### config.mk
export PLATFORM = sky130hd
export DESIGN_NAME = alu_issue_ctrl
export DESIGN_NICKNAME = d
export VERILOG_FILES = /design/src/rtl/alu_issue_ctrl.sv
export SDC_FILE = /design/constraint.sdc
export NUM_CORES = 1
export LEC_CHECK = 0
export BUFFER_PORTS_ARGS = -buffer_cell sky130_fd_sc_hd__clkbuf_2
export CAP_MARGIN = 40
export CORE_AREA = 2 2 107 109
export DETAILED_ROUTE_END_ITERATION = 10
export DIE_AREA = 0 0 109 111
export PLACE_DENSITY = 0.79
export SLEW_MARGIN = 20
export SYNTH_ARGS = -nofsm -noshare
export SYNTH_HDL_FRONTEND = slang
export SYNTH_SLANG_ARGS = --single-unit
### constraint.sdc
create_clock -name clk -period 2.72 [get_ports clk]
set_clock_uncertainty 0.2 [all_clocks]
set_input_delay 0.272 -clock clk [delete_from_list [all_inputs] [get_ports clk]]
set_output_delay 0.272 -clock clk [all_outputs]
set_load 0.1 [all_outputs]
### src/rtl/alu_issue_ctrl.sv
// Request/response front end for the registered lab1 ALU: decodes R-type funct codes,
// drives the ALU, waits out its latency and hands back the captured result with masked flags.
module alu_issue_ctrl #(
    parameter int ALU_LATENCY = 1,
    parameter int CNT_W       = 16
) (
    input  logic             clk,
    input  logic             rst_n,
    input  logic             req_valid,
    output logic             req_ready,
    input  logic [5:0]       req_funct,
    input  logic [31:0]      req_src1,
    input  logic [31:0]      req_src2,
    output logic             rsp_valid,
    input  logic             rsp_ready,
    output logic [31:0]      rsp_result,
    output logic             rsp_zero,
    output logic             rsp_cout,
    output logic             rsp_overflow,
    output logic             rsp_err,
    output logic [31:0]      alu_src1,
    output logic [31:0]      alu_src2,
    output logic [3:0]       alu_control,
    input  logic [31:0]      alu_result,
    input  logic             alu_cout,
    input  logic             alu_overflow,
    output logic [CNT_W-1:0] op_count
);

    localparam int WCNT_W = $clog2(ALU_LATENCY + 1);

    typedef enum logic [1:0] {
        IDLE,
        ISSUE,
        WAIT,
        RESP
    } state_t;

    state_t              state_q, state_d;
    logic                req_ready_q, req_ready_d;
    logic [31:0]         alu_src1_q, alu_src1_d;
    logic [31:0]         alu_src2_q, alu_src2_d;
    logic [3:0]          alu_control_q, alu_control_d;
    logic [WCNT_W-1:0]   wait_cnt_q, wait_cnt_d;
    logic                ovf_en_q, ovf_en_d;
    logic                cout_en_q, cout_en_d;
    logic                rsp_valid_q, rsp_valid_d;
    logic [31:0]         rsp_result_q, rsp_result_d;
    logic                rsp_cout_q, rsp_cout_d;
    logic                rsp_overflow_q, rsp_overflow_d;
    logic                rsp_err_q, rsp_err_d;
    logic [CNT_W-1:0]    op_count_q, op_count_d;

    logic                dec_legal;
    logic [3:0]          dec_ctrl;
    logic                dec_ovf_en;
    logic                dec_cout_en;

    // Flags only carry meaning for the arithmetic ops; the mask bits travel with the op.
    always_comb begin
        dec_legal   = 1'b1;
        dec_ctrl    = 4'b0000;
        dec_ovf_en  = 1'b0;
        dec_cout_en = 1'b0;
        case (req_funct)
            6'h20: begin dec_ctrl = 4'b0010; dec_ovf_en = 1'b1; dec_cout_en = 1'b1; end
            6'h22: begin dec_ctrl = 4'b0110; dec_ovf_en = 1'b1; dec_cout_en = 1'b1; end
            6'h24: dec_ctrl = 4'b0000;
            6'h25: dec_ctrl = 4'b0001;
            6'h27: dec_ctrl = 4'b1100;
            6'h2A: begin dec_ctrl = 4'b0111; dec_cout_en = 1'b1; end
            default: dec_legal = 1'b0;
        endcase
    end

    always_comb begin
        state_d        = state_q;
        req_ready_d    = req_ready_q;
        alu_src1_d     = alu_src1_q;
        alu_src2_d     = alu_src2_q;
        alu_control_d  = alu_control_q;
        wait_cnt_d     = wait_cnt_q;
        ovf_en_d       = ovf_en_q;
        cout_en_d      = cout_en_q;
        rsp_valid_d    = rsp_valid_q;
        rsp_result_d   = rsp_result_q;
        rsp_cout_d     = rsp_cout_q;
        rsp_overflow_d = rsp_overflow_q;
        rsp_err_d      = rsp_err_q;
        op_count_d     = op_count_q;

        case (state_q)
            IDLE: begin
                req_ready_d = 1'b1;
                if (req_valid && req_ready_q) begin
                    req_ready_d = 1'b0;
                    if (dec_legal) begin
                        alu_src1_d    = req_src1;
                        alu_src2_d    = req_src2;
                        alu_control_d = dec_ctrl;
                        ovf_en_d      = dec_ovf_en;
                        cout_en_d     = dec_cout_en;
                        state_d       = ISSUE;
                    end else begin
                        // Unsupported funct never reaches the ALU; answer immediately.
                        rsp_valid_d    = 1'b1;
                        rsp_err_d      = 1'b1;
                        rsp_result_d   = '0;
                        rsp_cout_d     = 1'b0;
                        rsp_overflow_d = 1'b0;
                        state_d        = RESP;
                    end
                end
            end
            ISSUE: begin
                wait_cnt_d = WCNT_W'(ALU_LATENCY);
                state_d    = WAIT;
            end
            WAIT: begin
                if (wait_cnt_q == WCNT_W'(1)) begin
                    rsp_valid_d    = 1'b1;
                    rsp_err_d      = 1'b0;
                    rsp_result_d   = alu_result;
                    rsp_cout_d     = alu_cout & cout_en_q;
                    rsp_overflow_d = alu_overflow & ovf_en_q;
                    state_d        = RESP;
                end else begin
                    wait_cnt_d = wait_cnt_q - WCNT_W'(1);
                end
            end
            RESP: begin
                if (rsp_ready) begin
                    rsp_valid_d = 1'b0;
                    op_count_d  = op_count_q + CNT_W'(1);
                    req_ready_d = 1'b1;
                    state_d     = IDLE;
                end
            end
            default: state_d = IDLE;
        endcase
    end

    always_ff @(posedge clk or negedge rst_n) begin
        if (!rst_n) begin
            state_q        <= IDLE;
            req_ready_q    <= 1'b0;
            alu_src1_q     <= '0;
            alu_src2_q     <= '0;
            alu_control_q  <= 4'b0000;
            wait_cnt_q     <= '0;
            ovf_en_q       <= 1'b0;
            cout_en_q      <= 1'b0;
            rsp_valid_q    <= 1'b0;
            rsp_result_q   <= '0;
            rsp_cout_q     <= 1'b0;
            rsp_overflow_q <= 1'b0;
            rsp_err_q      <= 1'b0;
            op_count_q     <= '0;
        end else begin
            state_q        <= state_d;
            req_ready_q    <= req_ready_d;
            alu_src1_q     <= alu_src1_d;
            alu_src2_q     <= alu_src2_d;
            alu_control_q  <= alu_control_d;
            wait_cnt_q     <= wait_cnt_d;
            ovf_en_q       <= ovf_en_d;
            cout_en_q      <= cout_en_d;
            rsp_valid_q    <= rsp_valid_d;
            rsp_result_q   <= rsp_result_d;
            rsp_cout_q     <= rsp_cout_d;
            rsp_overflow_q <= rsp_overflow_d;
            rsp_err_q      <= rsp_err_d;
            op_count_q     <= op_count_d;
        end
    end

    assign req_ready    = req_ready_q;
    assign rsp_valid    = rsp_valid_q;
    assign rsp_result   = rsp_result_q;
    // Zero flag is gated by valid so the idle/reset output stays 0.
    assign rsp_zero     = rsp_valid_q && (rsp_result_q == '0);
    assign rsp_cout     = rsp_cout_q;
    assign rsp_overflow = rsp_overflow_q;
    assign rsp_err      = rsp_err_q;
    assign alu_src1     = alu_src1_q;
    assign alu_src2     = alu_src2_q;
    assign alu_control  = alu_control_q;
    assign op_count     = op_count_q;

endmodule
==> flow_summary_export.csv, run 1 <==
group,metric,value,unit
setup_path,r2r_slack,0.40,ns
finish,seqCellArea,3153,sq um
detailed_routing,drt-pass1-iter-count,5,
setup_path,rr_worst_depth,7,
detailed_routing,detail-route-antenna-nets,0,
sta,finalHoldViolCount,0,
global_routing,antenna_found_initial,0,
global_routing,grt_pass1_vias,4657,
placement,dp_hpwl,8644,um
setup_path,cp.arrival,2.10,ns
floorplanning,fp.dieH,111,um
synthesis,ys_top_cells_by_area,"dfrtp_1 (62%), mux2_1 (15%), a22o_1 (5.5%)",
synthesis,async_flop_share,1.000,
global_routing,grt_pass1_wl,23170,um
clock_network,numCtsBuffers,17,
clock_network,cts_tree,"built",
detailed_routing,wire_per_inst,17.38,um
placement,preCtsSetupSlack,0.4418,ns
synthesis,synth_area,5055,sq um
setup_path,reg2reg_to,"rsp_result[6]",
sta,grt_setup_unrepaired,"no",
floorplanning,initial_core_util,0.4563,
placement,numPortBuffers,229,
floorplanning,chipWidth,109,um
synthesis,synth_edf_count,0,
global_routing,grt_start_max_net_pins,66,
finish,area_growth,56.53,%
finish,fill_cells,715,
worst_hold_path,hp-start,"rsp_ready",
setup_path,cp_slowest_stage_delay,0.42,ns
setup_path,cp_data_required_time,2.25,ns
clock_network,cts.clk_slew.worst_paths,0.05,ns
synthesis,synth_cell_types,45,
floorplanning,dieArea,12100,sq um
synthesis,synth_nets,463,
setup_path,critPathSlowestCell,"nor4b_1",
finish,finalNonFillerCells,844,
sta,relSlewSlack,0.5296,
detailed_routing,drt_iter0_markers,229,
floorplanning,floorplan.rows,39,
synthesis,netlist_instances,350,
floorplanning,core_area,11080,sq um
synthesis,ys_warn_count,0,
detailed_routing,wl,14670,um
clock_network,clock-sinks,126,
sta,fin_tns_setup,0,ns
global_routing,grt_overflow_total,0,
finish,drive_above_1_share,0.3866,
setup_path,cp_cell_sequence,"nor4b_1 -> nand4_1 -> nor3_4 -> clkbuf_4",
sta,final_max_slew_viol_count,0,
sta,min_period,2.571,ns
synthesis,synth_top_area_share,0.6238,
setup_path,setup.worst_path.start_class,"flip-flop",
clock_network,htreeDepth,4,
synthesis,synth_area_per_cell,14.44,sq um
clock_network,cts_root_buf,"clkbuf_16",
sta,setup_ws,0.1486,ns
floorplanning,ios,230,
detailed_routing,via_per_inst,5.068,
synthesis,ys.flop_type,"dfrtp_1",
clock_network,clk_latency,0.41,ns
detailed_routing,num_vias,4277,
clock_network,cts_max_path_buffers,2,
worst_hold_path,hp-class,"primary input to flip-flop",
placement,place_inst,714,
flow_run,cap_violations,0,
sta,fmax,388.9,MHz
setup_path,crit_buf_inv,1,
outcome,status,"completed",
synthesis,ys_seq_area_frac,0.6238,
setup_path,timing.rr.start,"state_q[0]",
placement,place.gp.congestion,0.8323,
detailed_routing,drcViolationCount,0,
synthesis,synth-seq-cells,126,
setup_path,criticalPathCategory,"flip-flop to output port",
worst_hold_path,hold_depth,4,
finish,layout.nets,802,
finish,diodes,0,
setup_path,crit_fanout,3,
global_routing,grt.total_usage,0.2510,
sta,min_period_over_period,0.9454,
setup_path,crit_family,"simple AND/OR/NAND/NOR gates",
sta,finalSetupViolCount,0,
worst_hold_path,worst_hold_path.endpoint,"rsp_valid",
finish,multiInputGateArea,1765,sq um
setup_path,crit_path_end_kind,"output port",
setup_path,cp_num_cells,4,
sta,worst_pin_slew,0.7001,ns
synthesis,synth_top_area_cell,"dfrtp_1",
[worst max-delay path by stage]
stage / slack (ns) / to / startpoint
after detailed placement: 0.44 / alu_src1[12] / state_q[0]
final: 0.15 / rsp_zero / rsp_result[1]
after global placement: 0.55 / alu_src2[21] / req_funct[5]
after CTS: 0.07 / rsp_zero / rsp_result[1]
after floorplan: 0.03 / rsp_zero / rsp_valid
after global routing: 0.07 / rsp_zero / rsp_result[1]
[worst register-to-register path: cells and delay by family (launching register included)]
family / cells / cell delay [ns]
compound gates: 3 / 0.61
simple gates: 1 / 0.32
flops: 1 / 0.38
buf+inv: 2 / 0.47
fa+ha+maj: 1 / 0.26
[metal layers]
metal,part of all wire,vias to the layer above,GRT usage
li1,-,1943,-
met5,0,-,0
met4,0.050,0,0.1504
met3,0.058,54,0.07113
met2,0.51,198,0.4195
met1,0.38,2082,0.2797
[repair_timing]
action / CTS / global route
buffers inserted: 0 / 0
setup endpoints to repair: 0 / 1
hold buffers: 99 / 0
resized for setup: 0 / 2
hold endpoints to repair: 142 / 0
[layout by cell type (no fill, tap or decap), types with 4 or more instances in the layout]
master,count
dfrtp_1,126
mux2i_1,4
nor2_1,13
mux2_1,68
xnor2_1,11
clkbuf_2,227
nand2_1,10
nand3_1,7
nor4_1,6
clkbuf_8,5
clkbuf_16,17
inv_1,11
dlygate4sd3_1,99
ha_1,5
xor2_1,4
clkinv_2,6
buf_4,5
nand4_1,6
a22o_1,32
[flip-flops by register name, indices dropped and copies added (netlist names)]
register / cells
alu_src1: 32
alu_src2: 32
rsp_result: 32
op_count: 16
alu_control: 4
state_q: 2
cout_en_q: 1
ovf_en_q: 1
req_ready: 1
rsp_cout: 1
rsp_err: 1
rsp_overflow: 1
rsp_valid: 1
wait_cnt_q: 1
[cells by family (layout without fill, tap and decap cells)]
family | count (synthesis) | count (layout) | share of synthesized area
compound gates | 49 | 49 | 0.08465
xor+xnor | 15 | 15 | 0.02599
fa+ha+maj | 5 | 5 | 0.01238
buf+inv | 25 | 376 | 0.03020
flops | 126 | 126 | 0.6238
mux | 72 | 72 | 0.1594
simple gates | 58 | 58 | 0.06362
[cell usage after synthesis (2+ instances only)]
| cell type | n |
|---|---|
| nand4_1 | 6 |
| ha_1 | 5 |
| buf_8 | 3 |
| nand2_1 | 10 |
| buf_4 | 2 |
| xnor2_1 | 11 |
| buf_2 | 8 |
| mux2i_1 | 4 |
| a21oi_1 | 2 |
| nor4_1 | 6 |
| mux2_1 | 68 |
| and3_1 | 2 |
| a32o_1 | 2 |
| nor2_1 | 13 |
| inv_1 | 11 |
| nand3_1 | 7 |
| nor3_1 | 2 |
| xor2_1 | 4 |
| a22o_1 | 32 |
| o21bai_1 | 2 |
| dfrtp_1 | 126 |
[through the flow]
stage	area [sq um]	hold slack, ns	util
global route	7913	0.05303	0.7143
finish	7913	0.01698	0.7143
CTS	7910	0.02614	0.7141
global placement	6357	0.09606	0.5739
detailed placement	6357	0.1122	0.5739
floorplan	5066	-0.2236	-
[layout make-up]
cell class | count | share of cell area
sequential | 126 | 0.3985
clock inverter | 7 | 0.007590
tap | 143 | 0.02261
timing repair buffer | 334 | 0.2796
inverter | 11 | 0.005218
clock buffer | 24 | 0.06341
multi-input combinational | 199 | 0.2231
Power of run 1 is left out: the tool's default activity adds up to more than one toggle a clock period on the data nets, which glitch-free logic cannot reach.
==> inputs of run 2 (changes only) <==
--- a/config.mk
+++ b/config.mk
@@ -11,7 +11,9 @@
 export DETAILED_ROUTE_END_ITERATION = 10
 export DIE_AREA = 0 0 109 111
 export PLACE_DENSITY = 0.79
+export RECOVER_POWER = 50
 export SLEW_MARGIN = 20
 export SYNTH_ARGS = -nofsm -noshare
 export SYNTH_HDL_FRONTEND = slang
 export SYNTH_SLANG_ARGS = --single-unit
+export TNS_END_PERCENT = 5
==> run 2 against run 1 <==
Non-clock buffer count unchanged. Via count rose by 0.14%. Global-route usage stayed put. Critical endpoint unchanged. Core utilization decreased by 0.66 points. Highest routed layer unchanged. First-iteration DRC count is 11% lower. Largest cell class unchanged. Hold slack worse by 0.00090 ns.
==> flow_summary_export.csv, run 2 (synthesis gave the netlist of run 1 again) <==
group,metric,value,unit
worst_hold_path,hold_depth,4,
finish,postLayoutCoreUtil,0.7078,
finish,fill_cells,753,
flow_run,cap_violations,0,
finish,drive_above_1_share,0.3096,
setup_path,criticalPathCategory,"flip-flop to output port",
sta,finalHoldViolCount,0,
detailed_routing,num_vias,4283,
detailed_routing,via_per_inst,5.075,
global_routing,grt_overflow_total,0,
finish,multiInputGateArea,1765,sq um
clock_network,clk_latency,0.41,ns
finish,layout_common_cells,"clkbuf_2 (175), dfrtp_1 (126), dlygate4sd3_1 (99)",
detailed_routing,wl,14700,um
outcome,status,"completed",
global_routing,grt_pass1_vias,4657,
placement,place_area,6357,sq um
detailed_routing,drcViolationCount,0,
setup_path,crit_fanout,3,
setup_path,cp_data_required_time,2.25,ns
floorplanning,ios,230,
setup_path,cp.arrival,2.10,ns
clock_network,numCtsBuffers,17,
sta,grt_setup_unrepaired,"no",
global_routing,grt_pass1_wl,23170,um
clock_network,cts_tree,"built",
detailed_routing,wire_per_inst,17.42,um
finish,finalNonFillerCells,844,
floorplanning,chipWidth,109,um
sta,fin_tns_setup,0,ns
clock_network,cts_max_path_buffers,2,
setup_path,setup.worst_path.start_class,"flip-flop",
floorplanning,initial_core_util,0.4563,
sta,final_max_slew_viol_count,0,
clock_network,htreeDepth,4,
global_routing,antenna_found_initial,0,
finish,layout_commonest_cell,"clkbuf_2",
finish,seqCellArea,3153,sq um
floorplanning,core_area,11080,sq um
global_routing,grt.total_usage,0.2510,
placement,place_inst,714,
sta,finalSetupViolCount,0,
placement,dp_hpwl,8644,um
finish,area_growth,55.10,%
sta,min_period_over_period,0.9444,
sta,min_period,2.569,ns
clock_network,cts_root_buf,"clkbuf_16",
clock_network,cts.clk_slew.worst_paths,0.05,ns
global_routing,gr-usage-met3,0.07113,
placement,place.gp.congestion,0.8323,
detailed_routing,drt-pass1-iter-count,5,
detailed_routing,drt_iter0_markers,204,
global_routing,top_usage_layer,"met2",
setup_path,crit_path_end_kind,"output port",
sta,relSlewSlack,0.1897,
detailed_routing,detail-route-antenna-nets,0,
worst_hold_path,hp-class,"primary input to flip-flop",
finish,layout.nets,802,
global_routing,grt_use_met2,0.4195,
finish,final_area,7840,sq um
finish,diodes,0,
global_routing,grt_util_met1,0.2797,
setup_path,rr_worst_depth,7,
floorplanning,fp.dieH,111,um
clock_network,clock-sinks,126,
floorplanning,floorplan.rows,39,
floorplanning,dieArea,12100,sq um
placement,numPortBuffers,229,
sta,fmax,389.3,MHz
global_routing,grt_start_max_net_pins,66,
sta,worst_pin_slew,1.221,ns
## run 2: path summary, 6_finish.rpt
kind | from | endpoint | slack [ns]
max | rsp_result[1] | rsp_zero | 0.15
min | rsp_ready | rsp_valid | 0.02
max reg2reg | state_q[0] | rsp_result[6] | 0.40
min reg2reg | wait_cnt_q | wait_cnt_q | 0.28
max in group asynchronous | rst_n | op_count[0] | 0.86
min in group asynchronous | rst_n | alu_src1[26] | 0.41
## run 2: area by class of cell
type | count | area share
Sequential cell | 126 | 0.4022
Timing Repair Buffer | 334 | 0.2729
Multi-Input combinational cell | 199 | 0.2252
Clock buffer | 24 | 0.06400
Tap cell | 143 | 0.02282
Clock inverter | 7 | 0.007660
Inverter | 11 | 0.005267
## run 2: critical path, cell delays in order (launching register included)
cell,delay [ns]
dfrtp_1,0.40
nor4b_1,0.41
nand4_1,0.25
nor3_4,0.26
clkbuf_4,0.36
## run 2: per-stage QoR
step | setup WS [ns] | hold slack (ns)
3_5_place_dp | 0.4418 | 0.1122
5_1_grt | 0.07019 | 0.05303
6_report | 0.1513 | 0.01608
4_1_cts | 0.06734 | 0.02614
2_1_floorplan | 0.02827 | -0.2236
3_3_place_gp | 0.5477 | 0.09606
## run 2: timing repair
action / in CTS / in global routing
setup endpoints to repair: 0 / 1
hold buffers: 99 / 0
resized for setup: 0 / 2
buffers inserted: 0 / 0
hold endpoints to repair: 142 / 0
## run 2: metal layers
layer,wire (um),vias up
met5,0,-
met4,707,0
met3,879,55
met2,7494,202
met1,5621,2076
li1,-,1950
Power of run 2 is left out for the same reason.
==> inputs of run 3 (changes only) <==
--- a/config.mk
+++ b/config.mk
@@ -7,10 +7,12 @@
 export LEC_CHECK = 0
 export BUFFER_PORTS_ARGS = -buffer_cell sky130_fd_sc_hd__clkbuf_2
 export CAP_MARGIN = 40
-export CORE_AREA = 2 2 107 109
+export CORE_AREA = 2 2 106 108
+export CTS_BUF_LIST = sky130_fd_sc_hd__clkbuf_8
 export DETAILED_ROUTE_END_ITERATION = 10
-export DIE_AREA = 0 0 109 111
-export PLACE_DENSITY = 0.79
+export DIE_AREA = 0 0 108 110
+export GPL_TIMING_DRIVEN = 0
+export PLACE_DENSITY = 0.8
 export RECOVER_POWER = 50
 export SLEW_MARGIN = 20
 export SYNTH_ARGS = -nofsm -noshare
==> constraint.sdc (replaced) <==
create_clock -name clk -period 2.72 [get_ports clk]
set_clock_uncertainty 0.2 [all_clocks]
set_input_delay 0.136 -clock clk [delete_from_list [all_inputs] [get_ports clk]]
set_output_delay 0.136 -clock clk [all_outputs]
set_load 0.1 [all_outputs]
==> run 3 against run 2 <==
The flow now finishes with violations (max-capacitance violations, max-slew violations). Register-to-register slack worse by 0.10 ns. Count of clock-buffer cells in the layout down 3. Wire length increased by 2.7%. Hold slack gained 0.023 ns. Die area shrank 1.8%.
==> flow_summary_export.csv, run 3 (synthesis gave the netlist of run 1 again) <==
group,metric,value,unit
clock_network,cts_max_path_buffers,2,
setup_path,reg2reg_to,"alu_src1[18]",
sta,finalSetupViolCount,0,
setup_path,criticalPathCategory,"flip-flop to output port",
sta,final_max_slew_viol_count,128,
finish,diodes,0,
clock_network,clock-sinks,126,
floorplanning,ios,230,
sta,min_period,2.462,ns
detailed_routing,drt_iter0_markers,166,
sta,relSlewSlack,-0.02693,
floorplanning,fp.dieH,110,um
setup_path,crit_path_end_kind,"output port",
finish,fill_cells,706,
worst_hold_path,hp-start,"req_funct[4]",
floorplanning,core_area,10700,sq um
clock_network,cts_tree,"built",
worst_hold_path,worst_hold_path.endpoint,"alu_control[0]",
sta,fin_tns_setup,0,ns
floorplanning,floorplan.rows,38,
setup_path,crit_fanout,3,
detailed_routing,wire_per_inst,17.59,um
setup_path,r2r_slack,0.30,ns
worst_hold_path,hp-class,"primary input to flip-flop",
sta,whs,0.03889,ns
clock_network,cts.clk_slew.worst_paths,0.07,ns
finish,postLayoutCoreUtil,0.7255,
global_routing,antenna_found_initial,0,
global_routing,grt_start_max_net_pins,65,
floorplanning,initial_core_util,0.4725,
finish,layout_commonest_cell,"clkbuf_2",
sta,finalHoldViolCount,0,
floorplanning,chipWidth,108,um
sta,fmax,406.2,MHz
detailed_routing,wl,15090,um
finish,seqCellArea,3153,sq um
clock_network,htreeDepth,4,
clock_network,numCtsBuffers,17,
finish,drive_above_1_share,0.3106,
global_routing,grt_overflow_total,0,
setup_path,cp.arrival,2.13,ns
finish,layout_common_cells,"clkbuf_2 (174), dfrtp_1 (126), dlygate4sd3_1 (107)",
detailed_routing,via_per_inst,5.133,
worst_hold_path,hold_depth,4,
sta,grt_setup_unrepaired,"no",
clock_network,clk_latency,0.44,ns
clock_network,cts_setup_buffers,0,
finish,layout.nets,820,
detailed_routing,drcViolationCount,0,
global_routing,grt_pass1_vias,4688,
clock_network,cts_root_buf,"clkbuf_8",
setup_path,cp_data_required_time,2.38,ns
setup_path,timing.rr.start,"state_q[0]",
outcome,status,"finished, violations left",
sta,min_period_over_period,0.9052,
placement,place.gp.congestion,0.9302,
floorplanning,dieArea,11880,sq um
global_routing,grt.total_usage,0.2633,
finish,multiInputGateArea,1760,sq um
outcome,violations,"max-capacitance violations, max-slew violations",
finish,area_growth,53.54,%
setup_path,rr_worst_depth,7,
detailed_routing,detail-route-antenna-nets,0,
placement,dp_hpwl,8884,um
flow_run,cap_violations,2,
placement,numPortBuffers,229,
detailed_routing,drt-pass1-iter-count,4,
sta,worst_pin_slew,1.540,ns
global_routing,grt_pass1_wl,23450,um
setup_path,setup.worst_path.start_class,"flip-flop",
detailed_routing,num_vias,4404,
==> run 3: worst max path at each step <==
stage / cells after the start / start / endpoint / slack (ns)
after floorplan: 3 / rsp_valid / rsp_zero / 0.16
after global placement: 1 / rst_n / alu_src1[0] / -0.50
after detailed placement: 7 / state_q[0] / alu_src1[18] / 0.28
after CTS: 7 / state_q[0] / alu_src1[18] / 0.25
after global routing: 7 / state_q[0] / alu_src1[18] / 0.05
final: 4 / rsp_result[3] / rsp_zero / 0.26
==> run 3: final cells by class <==
cell class                 count  area share
buffer                        14     0.01435
clock buffer                  21     0.03724
clock inverter                 9    0.009189
inverter                      11    0.005320
multi-input combinational    199      0.2268
sequential                   126      0.4063
tap                          140     0.02257
timing repair buffer         338      0.2783
==> run 3: metrics by stage <==
stage                     setup slack [ns]  std cells  cell area (sq um)
after CTS                           0.2495        858               7883
after detailed placement            0.2759        721               6451
final                               0.2579        858               7761
after floorplan                     0.1643        350               5066
after global routing               0.04905        858               7761
after global placement             -0.4964        719               6387
==> run 3: what timing repair did <==
item	4_1_cts	5_1_grt
setup endpoints to repair	0	1
hold buffers	107	0
gates resized for setup	0	2
endpoints found under the hold margin	234	0
==> run 3: critical path, stage by stage, from the launching register on <==
cell and delay (ns):
dfrtp_1 0.42, nor4_1 0.45, nand4_1 0.24, nor3_4 0.22, clkbuf_4 0.35
==> run 3: layer usage <==
layer	global-route usage	part of all wire
met5	0	0
met4	0.1337	0.036
met3	0.09230	0.070
met2	0.4708	0.52
met1	0.2747	0.37
Power of run 3 is left out for the same reason.
